===== config.mk =====
export PLATFORM = sky130hd
export DESIGN_NAME = wave_display
export DESIGN_NICKNAME = d
export VERILOG_FILES = /design/src/rtl/wave_display.sv
export SDC_FILE = /design/constraint.sdc
export NUM_CORES = 1
export LEC_CHECK = 0
export CAP_MARGIN = 20
export CORE_MARGIN = 2
export CORE_UTILIZATION = 44
export CTS_CLUSTER_DIAMETER = 30
export CTS_CLUSTER_SIZE = 20
export DETAILED_ROUTE_END_ITERATION = 8
export GPL_TIMING_DRIVEN = 0
export PLACE_DENSITY = 0.85
export SLEW_MARGIN = 20
export SYNTH_ARGS = -nofsm -noshare
export SYNTH_HDL_FRONTEND = slang
export SYNTH_SLANG_ARGS = --single-unit

===== constraint.sdc =====
create_clock -name clk -period 3.8 [get_ports clk]
set_input_delay 0.38 -clock clk [delete_from_list [all_inputs] [get_ports clk]]
set_output_delay 0.38 -clock clk [all_outputs]
set_load 0.005 [all_outputs]

===== src/rtl/wave_display.sv =====
// Waveform plotter: draws a 256-sample trace (2 px per sample) in the window x 512..1023, y 0..511.
// Latency: x/y/valid to valid_pixel, r/g/b and wave_display_idle is 2 clk; read_address is combinational.
// Backpressure: none, the pixel stream is free-running; wave_display_idle tells capture when a RAM swap is safe.
module wave_display (
    input  logic        clk,
    input  logic        reset,
    input  logic [10:0] x,
    input  logic [9:0]  y,
    input  logic        valid,
    input  logic        read_index,
    input  logic [7:0]  read_value,
    output logic [8:0]  read_address,
    output logic        valid_pixel,
    output logic [7:0]  r,
    output logic [7:0]  g,
    output logic [7:0]  b,
    output logic        wave_display_idle
);

    // Stage-0 decode
    logic       w_in_win;
    logic       w_first_col;
    logic       w_unused;

    // Stage-1 registers; read_value lines up with these
    logic       r_s1_in_win;
    logic       r_s1_first;
    logic       r_s1_y9;
    logic [7:0] r_s1_row;
    logic [7:0] r_s1_col;

    // Column history: last registered column and the samples of the current and previous columns
    logic [7:0] r_last_col;
    logic [7:0] r_cur_s;
    logic [7:0] r_prev_s;

    // Stage-1 combinational segment test
    logic       w_col_changed;
    logic [7:0] w_prev_s;
    logic [7:0] w_h_prev;
    logic [7:0] w_h_cur;
    logic [7:0] w_lo;
    logic [7:0] w_hi;
    logic       w_hit;

    // Stage-2 output registers
    logic       r_valid_pixel;
    logic [7:0] r_color;
    logic       r_idle;

    assign w_in_win     = valid & (x[10:9] == 2'b01) & ~y[9];
    assign w_first_col  = (x[8:1] == 8'd0);
    assign read_address = {read_index, x[8:1]};

    // Pixel bit 0 of x and y is ignored: every sample and every plotted row is 2 pixels wide.
    assign w_unused = ^{x[0], y[0]};

    // Stage 1: register window membership, row/column and first-column flag alongside the RAM read
    always_ff @(posedge clk) begin
        if (!reset) begin
            r_s1_in_win <= 1'b0;
            r_s1_first  <= 1'b0;
            r_s1_y9     <= 1'b0;
            r_s1_row    <= 8'd0;
            r_s1_col    <= 8'd0;
        end else begin
            r_s1_in_win <= w_in_win;
            r_s1_first  <= w_first_col;
            r_s1_y9     <= y[9];
            r_s1_row    <= y[8:1];
            r_s1_col    <= x[8:1];
        end
    end

    // Pick the previous-column sample; the first column of a row joins only to itself
    always_comb begin
        w_col_changed = (r_s1_col != r_last_col);
        w_prev_s      = r_prev_s;
        if (r_s1_first) begin
            w_prev_s = read_value;
        end else if (w_col_changed) begin
            w_prev_s = r_cur_s;
        end
        // Larger samples plot higher on screen, i.e. at smaller row numbers
        w_h_prev = ~w_prev_s;
        w_h_cur  = ~read_value;
        w_lo     = w_h_cur;
        w_hi     = w_h_prev;
        if (w_h_prev < w_h_cur) begin
            w_lo = w_h_prev;
            w_hi = w_h_cur;
        end
        w_hit = r_s1_in_win & (r_s1_row >= w_lo) & (r_s1_row <= w_hi);
    end

    // Track the column history so the next column sees this one as its predecessor
    always_ff @(posedge clk) begin
        if (!reset) begin
            r_last_col <= 8'd0;
            r_cur_s    <= 8'd0;
            r_prev_s   <= 8'd0;
        end else begin
            r_last_col <= r_s1_col;
            r_cur_s    <= read_value;
            r_prev_s   <= w_prev_s;
        end
    end

    // Stage 2: register the pixel decision, its colour and the idle flag together
    always_ff @(posedge clk) begin
        if (!reset) begin
            r_valid_pixel <= 1'b0;
            r_color       <= 8'h00;
            r_idle        <= 1'b0;
        end else begin
            r_valid_pixel <= w_hit;
            r_color       <= w_hit ? 8'hFF : 8'h00;
            r_idle        <= r_s1_y9;
        end
    end

    assign valid_pixel       = r_valid_pixel;
    assign r                 = r_color;
    assign g                 = r_color;
    assign b                 = r_color;
    assign wave_display_idle = r_idle;

endmodule


# ---- After elaboration in Yosys (flattened, before gate mapping)
# Index checks and enable logic that the tools add are counted.
dict set report totals {
  regBits 53
  inputBits 33
  out_inout_bits 35
  word_cells 29
}
dict set report classes {
  n_lt_le_gt_ge 3
  n_eq_ne 2
  mux 5
  bitwise_logic 7
  reduce_logical 1
}
# op n
set ops {}
lappend ops {{$mux W8} 5}
lappend ops {{$not A8 Y8} 2}
lappend ops {{$ge A8 B8 Y1} 1}
lappend ops {{$le A8 B8 Y1} 1}
lappend ops {{$logic_not A8 Y1} 1}
lappend ops {{$lt A8 B8 Y1} 1}
lappend ops {{$ne A8 B8 Y1} 1}
lappend ops {{$and A1 B1 Y1} 4}
lappend ops {{$eq A2 B1 Y1 const B} 1}
lappend ops {{$not A1 Y1} 1}

# ---- Depth between registers and ports, before layout
# Gate-level depths: netlist of run 1.
dict set report depth {
  depth_word 10
  depth_mapped 21
  depth_no_buf 20
}

# ---- Worst setup path before layout of run 1
# Ideal clock, no wire load.
dict set report synth_timing {
  path_kind {reg-to-reg}
  startpoint {register r_last_col[2]}
  endpoint {register r_color[6] (netlist: b[6])}
  setup_time_ns 0.086
  arrival_time_ns 3.966
  t_required_ns 3.714
  setup_slack_ns -0.252
  stages_incl_launch_ff 22
  path_buffers 1
  synth_period_minus_slack_ns 4.052
  path_cell_list {dfxtp_1 -> xnor2_1 -> nand4_1 -> nor2_4 -> mux2i_1 -> o21ai_0 -> inv_1 -> ha_1 -> a211oi_1 -> o21ai_0 -> a211oi_1 -> mux2i_1 -> nand2_2 -> buf_12 -> mux2_1 -> ha_1 -> nor2b_1 -> o21a_1 -> o21a_1 -> o21ai_0 -> a31oi_1 -> a211oi_1}
}
dict set report synth_between {
  elab_chain_len 10
  elab_cells_between_ends 12
  cone_classes {3 x order compare; 1 x eq/ne; 5 x mux; 3 x bitwise}
}
# item line
set synth_lines {}
lappend synth_lines {{from (decl)} 33} ;# logic [7:0] r_last_col;
lappend synth_lines {{from (signal assigned)} 103} ;# r_last_col <= r_s1_col;
lappend synth_lines {{$ne A8 B8 Y1 *} 77} ;# w_col_changed = (r_s1_col != r_last_col);
lappend synth_lines {{$mux W8 *} 81} ;# end else if (w_col_changed) begin
lappend synth_lines {{$mux W8 *} 79} ;# if (r_s1_first) begin
lappend synth_lines {{$not A8 Y8 *} 85} ;# w_h_prev = ~w_prev_s;
lappend synth_lines {{$lt A8 B8 Y1} 89} ;# if (w_h_prev < w_h_cur) begin
lappend synth_lines {{$mux W8} 89}
lappend synth_lines {{$ge A8 B8 Y1} 93} ;# w_hit = r_s1_in_win & (r_s1_row >= w_lo) & (r_s1_row <= w_hi);
lappend synth_lines {{$and A1 B1 Y1} 93}
lappend synth_lines {{$and A1 B1 Y1 *} 93}
lappend synth_lines {{$mux W8 *} 117} ;# r_color <= w_hit ? 8'hFF : 8'h00;
lappend synth_lines {{to (signal assigned)} 117}
lappend synth_lines {{to (decl)} 48} ;# logic [7:0] r_color;
# Mark *: on every way between the ends. The rest lies on a longest branch, timed or not.
# A chain may end at the register's enable or synchronous reset.

# ---- Worst setup path in the final report of run 1
dict set report layout_timing {
  startpoint {register r_s1_first}
  endpoint {register r_color[6] (netlist: b[6])}
}
dict set report layout_between {
  elab_chain_len 8
  elab_cells_between_ends 10
  cone_classes {3 x order compare; 4 x mux; 3 x bitwise}
}
# item line
set layout_lines {}
lappend layout_lines {{from (decl)} 27} ;# logic r_s1_first;
lappend layout_lines {{from (signal assigned)} 68} ;# r_s1_first <= w_first_col;
lappend layout_lines {{$mux W8 *} 79}
lappend layout_lines {{$not A8 Y8 *} 85}
lappend layout_lines {{$lt A8 B8 Y1} 89}
lappend layout_lines {{$mux W8} 89}
lappend layout_lines {{$ge A8 B8 Y1} 93}
lappend layout_lines {{$and A1 B1 Y1} 93}
lappend layout_lines {{$and A1 B1 Y1 *} 93}
lappend layout_lines {{$mux W8 *} 117}
# Marks and branches as above.

==> impl_metrics.toml, run 1 <==
[worst_setup_path]
arrival_ns = 4.14
reg2reg_slack_ns = -0.16
worstSetupStartpointType = "register"
worst_path_most_repeated_cell = "ha_1"
slowest_stage = "or4_1"
worstSetupPathType = "register to register"
required_ns = 3.98
slowest_delay_ns = 0.56
crit_path_cell_trace = "buf_6 > clkbuf_1 > nand2_1 > o21ai_2 > inv_1 > ha_1 > a21oi_2 > a21boi_0 > o21ai_0 > nand2b_1 > nand2_2 > buf_12 > mux2_4 > ha_1 > or4_1 > o2111ai_2 > a211oi_1"
cp-end-kind = "register"
critPathMaxFanout = 10

[die]
die-height_um = 80.8
coreArea_um2 = 5610
die-width_um = 80.8
initial_core_util_pct = 46.3
placementRows = 27
dieArea_um2 = 6530
num_io_pins = 68

[finish]
nFillCells = 423
nets = 405
diodes = 0
drive_above_1_share_pct = 27.6
area_growth_pct = 43.5
seq_area_um2 = 905
final_util_pct = 66.4
multi_input_area_um2 = 1550

[timing]
drv_slew = 0
timing.final.hold_violations = 0
rsz0062_at_grt = "true"
slew_headroom_pct = 52.0
worst_pin_slew_ns = 0.719
skew_ns = 0.00408
timing.final.crit_share_pct = 104
fmax_ghz = 0.253
finalSetupViolations = 1
fin_crit_ns = 3.96
setup_slack_ns = -0.159

[synth]
synth_ff_type = "dfxtp_1"
syn-cell-area_um2 = 2590
async_flop_share_pct = 0
synth_edf_count = 0
syn_nets = 322
yosysUniqueCellTypes = 42
synth_cells = 267
synth_area_leaders = "dfxtp_1, ha_1, and2_1, buf_4, mux2i_1"
avgSynthCellArea_um2 = 9.72
yosys_warnings = 0
ys_ff_latch = 45
synth_top_cell_area_share_pct = 34.7
synth_top_cell_by_area = "dfxtp_1"
seq_area_frac_synth_pct = 34.7

[placed_design]
port_buffers = 63
hpwl_mm = 4.01
gp_congestion = 0.821
dp_slack_ns = -0.518

[clock_network]
numCtsBuffers = 5
clock-sinks = 45
postCtsHoldBufs = 0
htreeDepth = 2
insertion_delay_ns = 0.31
cts_tree = "done"
cts-root-buf = "clkbuf_8"
clk_pin_slew_ns = 0.09
cts.path.max_buffers = 2

[global_routing]
grtUsageTotal_pct = 19.0
grt_max_degree = 26
grt_pass1_wl_mm = 9.44
grt_pass1_vias = 2059
grt_antenna_before_repair = 0
overflow = 0

[outcome]
violations = "negative setup slack"
outcome = "finished with violations"

[drt]
vias = 2102
first_pass_iters = 4
antenna_left = 0
routed_wl_mm = 5.96
drcViolationCount = 0
routedWlPerCell_um = 14.1
first_iter_violations = 60
via_per_inst = 4.97

[power]
peakVddDrop_v = 0.000255
p_per_area_nw_per_um2 = 309
power_mw = 1.15
power_leakage_nw = 1.53

[worst_hold_path]
hold_path_class = "register to register"

[run]
max_cap_violations = 0
[cells in the mapped netlist, types with 4 or more instances]
cell	count
clkbuf_1	7
inv_1	8
buf_4	33
and2_1	40
a21oi_1	5
nand2_1	10
o21ai_0	11
mux2_1	6
ha_1	22
dfxtp_1	45
nand2b_1	4
nor2b_1	4
mux2i_1	10
xnor2_1	8
mux2_4	6
[registers in the layout, indices dropped and copies added, names as in the netlist]
signal / cells
r_last_col: 8
r_cur_s: 8
r_s1_in_win: 1
b: 1
r_s1_row: 8
r_s1_col: 8
r_s1_y9: 1
r_s1_first: 1
r_prev_s: 8
wave_display_idle: 1
[cells in the final DEF (no fill, tap or decap), types with 3 or more instances in the layout]
| cell type | instances |
|---|---|
| a211o_1 | 3 |
| a21o_1 | 3 |
| a21oi_2 | 3 |
| and2_1 | 40 |
| buf_4 | 44 |
| clkbuf_1 | 7 |
| clkbuf_8 | 5 |
| clkdlybuf4s50_1 | 63 |
| dfxtp_1 | 42 |
| dfxtp_2 | 3 |
| ha_1 | 16 |
| ha_4 | 6 |
| inv_1 | 7 |
| mux2_1 | 5 |
| mux2_4 | 7 |
| mux2i_1 | 9 |
| nand2_1 | 10 |
| nand2b_1 | 4 |
| nand3b_1 | 3 |
| nor2_1 | 3 |
| nor2b_1 | 4 |
| nor3_1 | 3 |
| nor4_1 | 3 |
| o21a_1 | 3 |
| o21ai_0 | 3 |
| o21ai_2 | 6 |
| xnor2_1 | 5 |
| xnor2_2 | 3 |
[logic make-up (layout without fill, tap and decap cells)]
logic type                 count (synthesis)  after routing  synth area share (%)
and+or+nand+nor                           83             83                  19.3
buffers and inverters                     50            134                  12.9
DFF                                       45             45                  34.7
AOI/OAI and AO/OA                         36             36                  9.35
muxes                                     23             23                  10.4
adders and majority gates                 22             22                  10.6
xor gates and xnor gates                   8              8                  2.70
[critical path, delay by kind of cell (launching register included)]
family,cells,cell delay (ns)
adder cells (fa/ha/maj),2,0.57
flip-flops,1,0.35
AO/OA/AOI/OAI,6,0.85
buffers and inverters,4,0.79
AND/OR/NAND/NOR,4,0.96
multiplexers,1,0.30
[layer usage]
metal | routed length, um | track usage, %
met1 | 2530 | 22.2
met4 | 110 | 7.46
met2 | 2910 | 34.3
met5 | 0 | 0
met3 | 405 | 3.44
[worst paths after layout]
check / startpoint / end / cells past startpoint
worst max-delay path: r_s1_first / b[6] / 17
worst min register to register: r_s1_y9 / wave_display_idle / 1
worst min-delay path: r_s1_y9 / wave_display_idle / 1
worst max register to register: r_s1_first / b[6] / 17
[metrics by stage]
step / setup TNS, ns / cells / hold slack, ns / instance area [um^2]
finish: -0.159 / 423 / 0.475 / 3720
global route: -0.306 / 423 / 0.495 / 3720
CTS: -0.135 / 423 / 0.477 / 3630
detailed placement: -0.518 / 402 / 0.447 / 3360
global placement: -0.417 / 402 / 0.436 / 3360
floorplan: 0 / 267 / 0.412 / 2640
[final cells by class]
class | instances | area share [%]
plain buffers | 42 | 8.20
clock buffers | 5 | 1.85
clock inverters | 3 | 0.773
inverters | 8 | 0.806
multi-input cells | 172 | 41.7
flip-flops and latches | 45 | 24.3
well taps | 72 | 2.42
repair buffers | 76 | 20.0
[what timing repair did]
| action | in CTS | in global routing |
|---|---|---|
| setup endpoints to repair | 1 | 1 |
| pin swaps | 19 | 9 |
| setup buffers | 13 | 0 |
| endpoints found under the hold margin | 0 | 0 |
| gates resized for setup | 15 | 14 |
[report_power, final]
group | leakage (nW) | switching, mW | internal (mW)
Combinational | 1.11 | 0.138 | 0.184
Sequential | 0.373 | 0.0134 | 0.494
Clock | 0.0511 | 0.185 | 0.139
Total | 1.53 | 0.336 | 0.817
No activity file was read; power rests on OpenSTA's default activity.
==> run 2: changes to the inputs <==
SKIP_CTS_REPAIR_TIMING = 1   (was unset)
TNS_END_PERCENT = 5   (was unset)
==> run 2 against run 1 <==
The flow still finishes with violations (negative setup slack); cell count increased by 0.95%; sequential cell count unchanged; total power increased by 1.6%; worst setup slack got worse by 0.18 ns; critical path depth increased by 5; utilization increased by 1.3 points; sequential share of layout area decreased by 0.51 points; hold slack improved by 0.0017 ns; die area unchanged; non-clock buffer count increased by 4; largest cell class unchanged.
==> impl_metrics.toml, run 2 (synthesis results as in run 1) <==
[outcome]
outcome = "finished with violations"
violations = "negative setup slack"

[timing]
drv_slew = 0
worst_pin_slew_ns = 0.720
skew_ns = 0.00345
setup_slack_ns = -0.340
fmax_ghz = 0.242
timing.final.hold_violations = 0
rsz0062_at_grt = "true"
finalSetupViolations = 1
timing.final.crit_share_pct = 109
fin_crit_ns = 4.14
slew_headroom_pct = 51.9

[die]
placementRows = 27
die-height_um = 80.8
num_io_pins = 68
coreArea_um2 = 5610
initial_core_util_pct = 46.3
die-width_um = 80.8
dieArea_um2 = 6530

[global_routing]
grt_max_degree = 26
grt_antenna_before_repair = 0
grt_pass1_wl_mm = 8.58
grt_pass1_vias = 1910
grtUsageTotal_pct = 17.2
overflow = 0

[clock_network]
numCtsBuffers = 5
cts-root-buf = "clkbuf_8"
clk_pin_slew_ns = 0.09
insertion_delay_ns = 0.31
htreeDepth = 2
cts.path.max_buffers = 2
clock-sinks = 45
cts_tree = "done"

[worst_setup_path]
arrival_ns = 4.37
regToRegStartpoint = "r_s1_col[2]"
r2r_end = "b[6]"
required_ns = 4.03
cp-end-kind = "register"
worstSetupStartpointType = "register"
worstRegToRegCells = 22
critPathMaxFanout = 8
worstSetupPathType = "register to register"
reg2reg_slack_ns = -0.34

[placed_design]
dp.cells = 402
gp_congestion = 0.821
hpwl_mm = 4.01
dp_slack_ns = -0.518
port_buffers = 63
post_dp_cell_area_um2 = 3360

[drt]
via_per_inst = 5.03
wl_met2_mm = 3.12
met1_length_mm = 2.63
drcViolationCount = 0
antenna_left = 0
wl_met3_um = 403
first_pass_iters = 4
routedWlPerCell_um = 14.6
highest_layer = "met4"
routed_wl_mm = 6.25
first_iter_violations = 72
vias = 2148

[finish]
final_common_cell = "clkdlybuf4s50_1"
layout_common_cells = "clkdlybuf4s50_1, buf_4, dfxtp_1"
final_cell_area_um2 = 3800
multi_input_area_um2 = 1600
seq_area_um2 = 903
nFillCells = 418
drive_above_1_share_pct = 30.1
nets = 409
diodes = 0
area_growth_pct = 46.4
instances_no_fill = 427

[power]
power_mw = 1.17
power_leakage_nw = 1.57
peakVddDrop_v = 0.000257
p_per_area_nw_per_um2 = 308

[worst_hold_path]
whs_path_depth = 1
whs_endpoint = "r_last_col[3]"
min_from = "r_s1_col[3]"
hold_path_class = "register to register"

[run]
max_cap_violations = 0
==> run 2: layout make-up <==
class	count	area share [%]
Sequential cell	45	23.8
Timing Repair Buffer	80	20.4
Clock buffer	5	1.81
Multi-Input combinational cell	172	42.0
Inverter	8	0.790
Tap cell	72	2.37
Clock inverter	3	0.757
Buffer	42	8.07
==> run 2: where the power goes <==
part / leakage [nW] / internal, mW / switching [mW]
registers: 0.373 / 0.494 / 0.0128
clock network: 0.0511 / 0.139 / 0.188
logic: 1.14 / 0.193 / 0.145
total: 1.57 / 0.826 / 0.345
==> run 2: worst max-delay path by stage <==
| stage | cells after the start | to | from | slack [ns] |
|---|---|---|---|---|
| after detailed placement | 21 | b[6] | r_s1_col[3] | -0.52 |
| final | 22 | b[6] | r_s1_col[2] | -0.34 |
| after global placement | 21 | b[6] | r_last_col[7] | -0.42 |
| after CTS | 20 | b[6] | r_s1_col[3] | -0.59 |
| after floorplan | 21 | b[6] | r_last_col[6] | 0.001 |
| after global routing | 22 | b[6] | r_last_col[4] | -0.51 |
==> run 2: critical path, stage by stage, from the launching register on <==
cell	delay, ns
dfxtp_2	0.35
xnor2_2	0.14
nand4_1	0.16
nor2_4	0.16
buf_12	0.15
mux2i_1	0.10
o21ai_2	0.23
inv_2	0.09
ha_4	0.28
nand2_2	0.06
o21ai_4	0.21
a211oi_2	0.05
mux2i_1	0.31
nand2_2	0.14
buf_12	0.16
mux2_4	0.30
ha_4	0.22
nor2b_4	0.12
o21a_1	0.16
o21a_1	0.20
o21ai_2	0.16
a31oi_1	0.10
a211oi_1	0.22
==> run 2: layer usage <==
layer	vias to the layer above	global-route usage, %
met5	-	0
met4	0	7.29
met3	8	3.44
met2	84	29.9
met1	1000	20.6
li1	1056	-
==> run 2: metrics by stage <==
| stage | setup TNS (ns) | hold slack, ns | utilization (%) |
|---|---|---|---|
| after floorplan | 0 | 0.412 | - |
| after global placement | -0.417 | 0.436 | 59.9 |
| after detailed placement | -0.518 | 0.447 | 59.9 |
| after CTS | -0.591 | 0.477 | 61.6 |
| after global routing | -0.511 | 0.495 | 67.8 |
| final | -0.340 | 0.477 | 67.8 |
==> run 3: changes to the inputs <==
CORE_ASPECT_RATIO = 1.5   (was unset)
==> run 3 against run 2 <==
Sequential power is essentially flat; non-clock buffer count up 3; utilization decreased by 2.9 points; worst setup slack better by 0.065 ns; fmax grew 1.6%; the flow still finishes with violations (negative setup slack); combinational power is 3% lower; largest cell class unchanged.
==> impl_metrics.toml, run 3 (synthesis results as in run 1) <==
[timing]
fin_crit_ns = 4.08
timing.final.crit_share_pct = 107
slew_headroom_pct = 51.8
worst_pin_slew_ns = 0.721
drv_slew = 0
rsz0062_at_grt = "true"
hold_slack_ns = 0.446
skew_ns = 0.00449
setup_slack_ns = -0.275
fmax_ghz = 0.245
finalSetupViolations = 1
timing.final.hold_violations = 0

[clock_network]
clk_pin_slew_ns = 0.07
cts_tree = "done"
clock-sinks = 45
htreeDepth = 2
cts-root-buf = "clkbuf_8"
cts.path.max_buffers = 2
numCtsBuffers = 5
insertion_delay_ns = 0.29

[finish]
final_cell_area_um2 = 3730
nets = 412
final_common_cell = "clkdlybuf4s50_1"
area_growth_pct = 43.6
layout_common_cells = "clkdlybuf4s50_1, buf_4, dfxtp_1"
drive_above_1_share_pct = 27.8
nFillCells = 456
diodes = 0

[power]
power_leakage_nw = 1.56
p_sw_uw = 296
combPwrFrac_pct = 29.8
pwr-share-seq_pct = 45.8
intPower_uw = 809
power_mw = 1.10
peakVddDrop_v = 0.000210
swShare_pct = 26.8
clkPwrFrac_pct = 24.4
p_per_area_nw_per_um2 = 296

[drt]
first_iter_violations = 53
via_per_inst = 4.96
vias = 2122
routedWlPerCell_um = 13.7
routed_wl_mm = 5.87
drcViolationCount = 0
antenna_left = 0
first_pass_iters = 7

[global_routing]
grt_pass1_vias = 2107
grt_antenna_before_repair = 0
grt_pass1_wl_mm = 9.06
overflow = 0
grtUsageTotal_pct = 17.9
grt_max_degree = 26

[worst_setup_path]
r2r_end = "b[6]"
reg2reg_slack_ns = -0.28
cp-end-kind = "register"
critPathMaxFanout = 7
regToRegStartpoint = "r_s1_col[0]"
required_ns = 4.01
worstRegToRegCells = 22
worstSetupStartpointType = "register"
arrival_ns = 4.28
worstSetupPathType = "register to register"

[die]
initial_core_util_pct = 45.2
die-height_um = 98.1
placementRows = 34
coreArea_um2 = 5740
die-width_um = 66.7
num_io_pins = 68
dieArea_um2 = 6540

[run]
max_cap_violations = 0

[worst_hold_path]
whs_endpoint = "wave_display_idle"
hold_path_class = "register to register"
whs_path_depth = 1
min_from = "r_s1_y9"

[placed_design]
port_buffers = 63
post_dp_cell_area_um2 = 3360
hpwl_mm = 4.23
gp_congestion = 0.771

[outcome]
violations = "negative setup slack"
outcome = "finished with violations"
[run 3: worst max-delay path by stage]
stage / startpoint / to / slack (ns) / cells after the start
2_1_floorplan: r_last_col[6] / b[6] / 0.001 / 21
3_3_place_gp: r_last_col[7] / b[6] / -0.50 / 21
3_5_place_dp: r_last_col[7] / b[6] / -0.61 / 21
4_1_cts: r_last_col[7] / b[6] / -0.64 / 21
5_1_grt: r_s1_first / b[6] / -0.55 / 19
6_report: r_s1_col[0] / b[6] / -0.28 / 22
[run 3: layout make-up]
class / count / area (um^2) / share of cell area [%]
multi-input combinational: 172 / 1520 / 40.8
sequential: 45 / 903 / 24.2
timing repair buffer: 83 / 806 / 21.6
buffer: 42 / 305 / 8.19
tap: 72 / 90.1 / 2.42
clock buffer: 5 / 68.8 / 1.85
inverter: 8 / 30.0 / 0.806
clock inverter: 1 / 5.00 / 0.134
[run 3: per-layer routing]
layer  part of all wire (%)  wire (um)  global-route usage (%)  up-vias
met1                     35       2050                    16.6      977
met4                    2.2        130                    8.79        0
met3                    6.1        358                    4.38       11
met5                      0          0                       0        -
li1                       -          -                       -     1063
met2                     57       3330                    34.5       71
[run 3: power groups by stage]
stage | registers (mW) | logic (mW) | clock network, mW
after floorplan | 0.512 | 0.177 | 0
after global placement | 0.515 | 0.252 | 0
after detailed placement | 0.515 | 0.264 | 0
after CTS | 0.504 | 0.267 | 0.275
after global routing | 0.509 | 0.360 | 0.291
final | 0.506 | 0.329 | 0.269
[run 3: metrics by stage]
step	utilization, %	setup slack, ns	cells	setup TNS, ns
2_1_floorplan	-	0.00112	267	0
3_3_place_gp	58.5	-0.502	402	-0.502
3_5_place_dp	58.5	-0.607	402	-0.607
4_1_cts	59.7	-0.638	408	-0.638
5_1_grt	64.9	-0.547	428	-0.547
6_report	64.9	-0.275	428	-0.275
[run 3: critical path, cell delays in order (launching register included)]
cell,delay [ns]
dfxtp_1,0.37
xnor2_1,0.13
nand4_1,0.16
nor2_4,0.14
buf_12,0.14
mux2i_4,0.24
o21ai_4,0.07
inv_2,0.08
ha_4,0.21
a211oi_2,0.27
o21ai_2,0.14
a211oi_2,0.25
mux2i_2,0.13
nand2_2,0.12
buf_12,0.12
mux2_4,0.31
ha_4,0.21
nor2b_1,0.12
o21a_1,0.16
o21a_1,0.17
o21ai_1,0.14
a31oi_1,0.09
a211oi_1,0.21
==> patch 1 (settings of run 1) <==
Add an input register stage for `x`, `y`, `valid`, `read_index` and `read_value`; this delays them by one clock. Comments in the files are not updated.
--- a/src/rtl/wave_display.sv
+++ b/src/rtl/wave_display.sv
@@ -16,6 +16,28 @@
     output logic [7:0]  b,
     output logic        wave_display_idle
 );
+
+    logic [10:0] x_q;
+    logic [9:0] y_q;
+    logic valid_q;
+    logic read_index_q;
+    logic [7:0] read_value_q;
+
+    always_ff @(posedge clk) begin
+        if (!reset) begin
+            x_q          <= '0;
+            y_q          <= '0;
+            valid_q      <= '0;
+            read_index_q <= '0;
+            read_value_q <= '0;
+        end else begin
+            x_q          <= x;
+            y_q          <= y;
+            valid_q      <= valid;
+            read_index_q <= read_index;
+            read_value_q <= read_value;
+        end
+    end
 
     // Stage-0 decode
     logic       w_in_win;
@@ -48,12 +70,12 @@
     logic [7:0] r_color;
     logic       r_idle;
 
-    assign w_in_win     = valid & (x[10:9] == 2'b01) & ~y[9];
-    assign w_first_col  = (x[8:1] == 8'd0);
-    assign read_address = {read_index, x[8:1]};
+    assign w_in_win     = valid_q & (x_q[10:9] == 2'b01) & ~y_q[9];
+    assign w_first_col  = (x_q[8:1] == 8'd0);
+    assign read_address = {read_index_q, x_q[8:1]};
 
     // Pixel bit 0 of x and y is ignored: every sample and every plotted row is 2 pixels wide.
-    assign w_unused = ^{x[0], y[0]};
+    assign w_unused = ^{x_q[0], y_q[0]};
 
     // Stage 1: register window membership, row/column and first-column flag alongside the RAM read
     always_ff @(posedge clk) begin
@@ -66,9 +88,9 @@
         end else begin
             r_s1_in_win <= w_in_win;
             r_s1_first  <= w_first_col;
-            r_s1_y9     <= y[9];
-            r_s1_row    <= y[8:1];
-            r_s1_col    <= x[8:1];
+            r_s1_y9     <= y_q[9];
+            r_s1_row    <= y_q[8:1];
+            r_s1_col    <= x_q[8:1];
         end
     end
 
@@ -77,13 +99,13 @@
         w_col_changed = (r_s1_col != r_last_col);
         w_prev_s      = r_prev_s;
         if (r_s1_first) begin
-            w_prev_s = read_value;
+            w_prev_s = read_value_q;
         end else if (w_col_changed) begin
             w_prev_s = r_cur_s;
         end
         // Larger samples plot higher on screen, i.e. at smaller row numbers
         w_h_prev = ~w_prev_s;
-        w_h_cur  = ~read_value;
+        w_h_cur  = ~read_value_q;
         w_lo     = w_h_cur;
         w_hi     = w_h_prev;
         if (w_h_prev < w_h_cur) begin
@@ -101,7 +123,7 @@
             r_prev_s   <= 8'd0;
         end else begin
             r_last_col <= r_s1_col;
-            r_cur_s    <= read_value;
+            r_cur_s    <= read_value_q;
             r_prev_s   <= w_prev_s;
         end
     end
Formal check against the unedited RTL: not equivalent (a bounded check fails within 4 cycles, from zero or initial values and one cycle with reset low).
==> patch 1 against run 1 <==
The flow still finishes with violations (setup timing); routed wire length rose by 19%; total power up 61%; setup slack worse by 0.041 ns; count of clock-buffer cells in the layout up 4; final area grew 27%; critical path depth increased by 5; sequential cell count increased by 29; synthesized area rose by 30%; hold slack worse by 0.060 ns; clock skew rose by 0.0034 ns; via count grew 18%; sequential share of layout area is 7.3 points higher; largest cell class unchanged.
==> patch 1: results (changes against run 1) <==
| Metric | Value |
|---|---|
| Compound-Gate Fraction of Synth Area | `7.21% (was 9.35%)` |
| Layout cells sized above 1 | `29.3% (was 27.6%)` |
| Final nets | `473 (was 405)` |
| Actual slew at the worst max-slew pin | `0.709 ns (was 0.719 ns)` |
| Via density | `4.77 (was 4.97)` |
| Crit-path max FO | `5 (was 10)` |
| First-pass GRT wire length | `11,400 um (was 9440 um)` |
| Clock skew | `0.00744 ns (was 0.00408 ns)` |
| FILL cells | `556 (was 423)` |
| Library cells used by synthesis | `42 (unchanged)` |
| WHS | `0.415 ns (was 0.475 ns)` |
| Number of global-route vias before repair | `2,492 (was 2,059)` |
| Status | `complete, but fails checks (unchanged)` |
| GP Congestion | `0.800 (was 0.821)` |
| Post-DP HPWL | `4790 um (was 4010 um)` |
| I/O Buffers | `64 (was 63)` |
| Hold_sp | `y_q[9] (was r_s1_y9)` |
| CP startpoint | `r_s1_col[6] (was r_s1_first)` |
| Syn Inst Count | `328 (was 267)` |
| Total leakage power | `1.97 nW (was 1.53 nW)` |
| # H-tree levels | `3 (was 2)` |
| Fin Setup TNS | `-0.199 ns (was -0.159 ns)` |
| Worst-Skew Late Latency | `0.35 ns (was 0.31 ns)` |
| GRT Util Overall | `17.4% (was 19.0%)` |
| FFs w/ async S/R, synth | `0% (unchanged)` |
| Worst VDD drop | `297 uV (was 255 uV)` |
| Worst-path cell with the longest stage delay | `dfxtp_2 (was or4_1)` |
| Failing checks | `setup timing (unchanged)` |
| Final WS setup | `-0.199 ns (was -0.159 ns)` |
| Clock transition at the registers of the reported paths | `0.08 ns` |
| Top cells by area, synth | `dfxtp_1 (44%), and2_1 (13%), ha_1 (8.2%) (was dfxtp_1 (35%), ha_1 (11%), and2_1 (9.6%))` |
| Initial DRC count | `78 (was 60)` |
| R2R depth | `22 (was 17)` |
| Largest regs | `x_q: 10 flops, y_q: 9 flops` |
| Total CTS buffers | `9 (was 5)` |
| Post-Synth XOR/XNOR Area | `2.08% (was 2.70%)` |
| Seq/Total Area, Yosys | `44.0% (was 34.7%)` |
| Non-Filler Instances | `522 (was 423)` |
| Setup Fix Bufs, Post-CTS | `14 (was 13)` |
| Setup-failing EPs final | `1 (unchanged)` |
| Core Util, Final | `64.3% (was 66.4%)` |
| Dpl cell area | `4170 um2 (was 3360 um2)` |
| Yosys top cell area share | `44.0% (was 34.7%)` |
| Cell family with most CP delay | `compound AO/OA/AOI/OAI gates (was simple AND/OR/NAND/NOR gates)` |
| CP arrival | `4.25 ns (was 4.14 ns)` |
| Hold EP | `r_s1_in_win (was wave_display_idle)` |
| Cts repair resizes | `32 (was 15)` |
| Dpl cells | `491 (was 402)` |
| Multiplexer area fraction after synthesis | `7.99% (was 10.4%)` |
| DR WL/cell | `13.6 um (was 14.1 um)` |
| Pre-CTS setup slack | `-0.738 ns (was -0.518 ns)` |
[patch 1: final cells by class]
cell class              instances  share of cell area, %
repair buffers                 79                   16.1
inverters                       8                  0.637
clock inverters                 7                   2.18
plain buffers                  45                   6.74
multi-input cells             201                   37.5
clock buffers                   9                   2.63
flip-flops and latches         74                   31.6
well taps                      99                   2.63
[patch 1: report_power, final]
part	switching [W]	leakage (nW)	internal (W)
sequential	0.0000234	0.613	0.000810
combinational	0.000143	1.24	0.000202
clock	0.000303	0.115	0.000376
total	0.000470	1.97	0.00139
[patch 1: metal layers]
| layer | up-vias | wire length [um] | track usage, % |
|---|---|---|---|
| met5 | - | 0 | 0 |
| met4 | 0 | 135 | 7.32 |
| met3 | 13 | 351 | 3.90 |
| met2 | 68 | 3750 | 31.3 |
| met1 | 1161 | 2870 | 19.6 |
| li1 | 1248 | - | - |
==> patch 2 (config.mk and constraints of run 1) <==
Without the edit above. Put one more register stage on the output `valid_pixel`, without a reset. The value now appears one clock later. The other outputs are not delayed to match. Comments in the files are not updated.
--- a/src/rtl/wave_display.sv
+++ b/src/rtl/wave_display.sv
@@ -119,7 +119,9 @@
         end
     end
 
-    assign valid_pixel       = r_valid_pixel;
+    always_ff @(posedge clk) begin
+        valid_pixel <= r_valid_pixel;
+    end
     assign r                 = r_color;
     assign g                 = r_color;
     assign b                 = r_color;
Check against the original RTL: not equivalent (Yosys sat finds a counterexample within 4 cycles, from zero or initial values and one cycle with reset low).
==> patch 2 against run 1 <==
The flow still finishes with violations (setup timing); routed wire length up 9.7%; maximum frequency down 1.9%; combinational power up 6%; clock skew up 0.00066 ns; synthesized area up 0.77%; via count up 3.6%; setup slack worse by 0.075 ns; sequential cell count up 1; total power up 6.9%; final area up 2.6%.
==> patch 2: results (changes against run 1) <==
| Metric | Value |
|---|---|
| Initial DRC count | `152 (was 60)` |
| First-pass GRT wire length | `9720 um (was 9440 um)` |
| Final nets | `406 (was 405)` |
| Crit-path max FO | `7 (was 10)` |
| Setup-failing EPs final | `1 (unchanged)` |
| I/O Buffers | `63 (unchanged)` |
| CTS max path bufs | `2 (unchanged)` |
| Layout cells sized above 1 | `31.0% (was 27.6%)` |
| R2R depth | `20 (was 17)` |
| Pre-CTS setup slack | `-0.585 ns (was -0.518 ns)` |
| Status | `complete, but fails checks (unchanged)` |
| Syn_nets | `323 (was 322)` |
| Via density | `5.10 (was 4.97)` |
| Non-Filler Instances | `427 (was 423)` |
| Top cells by area, synth | `dfxtp_1 (35%), ha_1 (11%), and2_1 (9.6%) (unchanged)` |
| Clock root cell | `clkbuf_8 (unchanged)` |
| Failing checks | `setup timing (unchanged)` |
| Final WS setup | `-0.233 ns (was -0.159 ns)` |
| Total leakage power | `1.57 nW (was 1.53 nW)` |
| FILL cells | `429 (was 423)` |
| CP arrival | `4.23 ns (was 4.14 ns)` |
| Switching Share | `27.4% (was 29.1%)` |
| Avg Cell Area, Syn | `9.76 um2 (was 9.72 um2)` |
| Worst VDD drop | `164 uV (was 255 uV)` |
| GP Congestion | `0.860 (was 0.821)` |
| Slew HR | `49.3% (was 52.0%)` |
| DRT Wirelength | `6540 um (was 5960 um)` |
| Worst-path cell with the longest stage delay | `or4_4 (was or4_1)` |
| Worst stage delay on the critical path | `0.48 ns (was 0.56 ns)` |
| Post-DP HPWL | `4220 um (was 4010 um)` |
| Number of global-route vias before repair | `2,167 (was 2,059)` |
| Post-synth top cells | `dfxtp_1 (46), and2_1 (40), buf_4 (33) (was dfxtp_1 (45), and2_1 (40), buf_4 (33))` |
| GRT Util Overall | `19.4% (was 19.0%)` |
| Seq/Total Area, Yosys | `35.2% (was 34.7%)` |
| Clock skew | `0.00473 ns (was 0.00408 ns)` |
| Router iterations before antenna repair | `5 (was 4)` |
| R2R Path Start | `r_s1_col[4] (was r_s1_first)` |
patch 2: cell count changes after synthesis:
cell / delta
dfxtp_1: +1
patch 2: layer usage:
layer	share of wire [%]	GRT usage (%)	wire [um]	up-vias
li1	-	-	-	1054
met1	40	20.9	2610	1053
met2	53	35.5	3470	57
met3	5.2	5.33	341	13
met4	1.8	7.97	117	0
met5	0	0	0	-
patch 2: repair_timing:
action | CTS | global route
resized for setup | 20 | 27
pin swaps | 16 | 16
setup buffers | 8 | 5
endpoints found under the setup margin | 1 | 1
cloned | 0 | 0
hold endpoints to repair | 0 | 0
patch 2: how the worst max path moves through the flow:
stage	startpoint	end	depth (start not counted)
2_1_floorplan	r_last_col[6]	b[6]	21
6_report	r_s1_col[4]	b[6]	20
5_1_grt	r_s1_col[4]	b[6]	21
3_3_place_gp	r_s1_col[1]	b[6]	21
3_5_place_dp	r_s1_col[1]	b[6]	21
4_1_cts	r_last_col[1]	b[6]	22
patch 2: power groups by stage:
stage          Combinational [W]  Sequential [W]  Clock, W
2_1_floorplan           0.000177        0.000523         0
5_1_grt                 0.000367        0.000520  0.000395
4_1_cts                 0.000299        0.000516  0.000375
3_3_place_gp            0.000252        0.000525         0
6_report                0.000340        0.000518  0.000375
3_5_place_dp            0.000261        0.000526         0
patch 2: kinds of logic (layout without fill, tap and decap cells):
| logic type | count (synthesis) | after routing | synth area share [%] |
|---|---|---|---|
| buffers and inverters | 50 | 134 | 12.8 |
| multiplexers | 23 | 23 | 10.3 |
| flip-flops | 46 | 46 | 35.2 |
| AO/OA/AOI/OAI | 36 | 36 | 9.28 |
| adder cells (fa/ha/maj) | 22 | 22 | 10.5 |
| XOR/XNOR | 8 | 8 | 2.68 |
| AND/OR/NAND/NOR | 83 | 83 | 19.2 |
patch 2: metrics by stage:
stage	setup TNS [ns]	total power (W)	hold slack, ns	instance area (um2)
2_1_floorplan	0	0.000700	0.412	2660
3_3_place_gp	-0.518	0.000776	0.419	3380
3_5_place_dp	-0.585	0.000787	0.428	3380
4_1_cts	-0.211	0.00119	0.450	3650
5_1_grt	-0.430	0.00128	0.470	3820
6_report	-0.233	0.00123	0.444	3820
patch 2: area by class of cell:
cell class / instances / area share (%)
multi-input combinational: 172 / 42.0
sequential: 46 / 24.3
tap: 75 / 2.46
clock buffer: 5 / 1.80
buffer: 42 / 8.02
clock inverter: 3 / 1.15
timing repair buffer: 76 / 19.5
inverter: 8 / 0.786
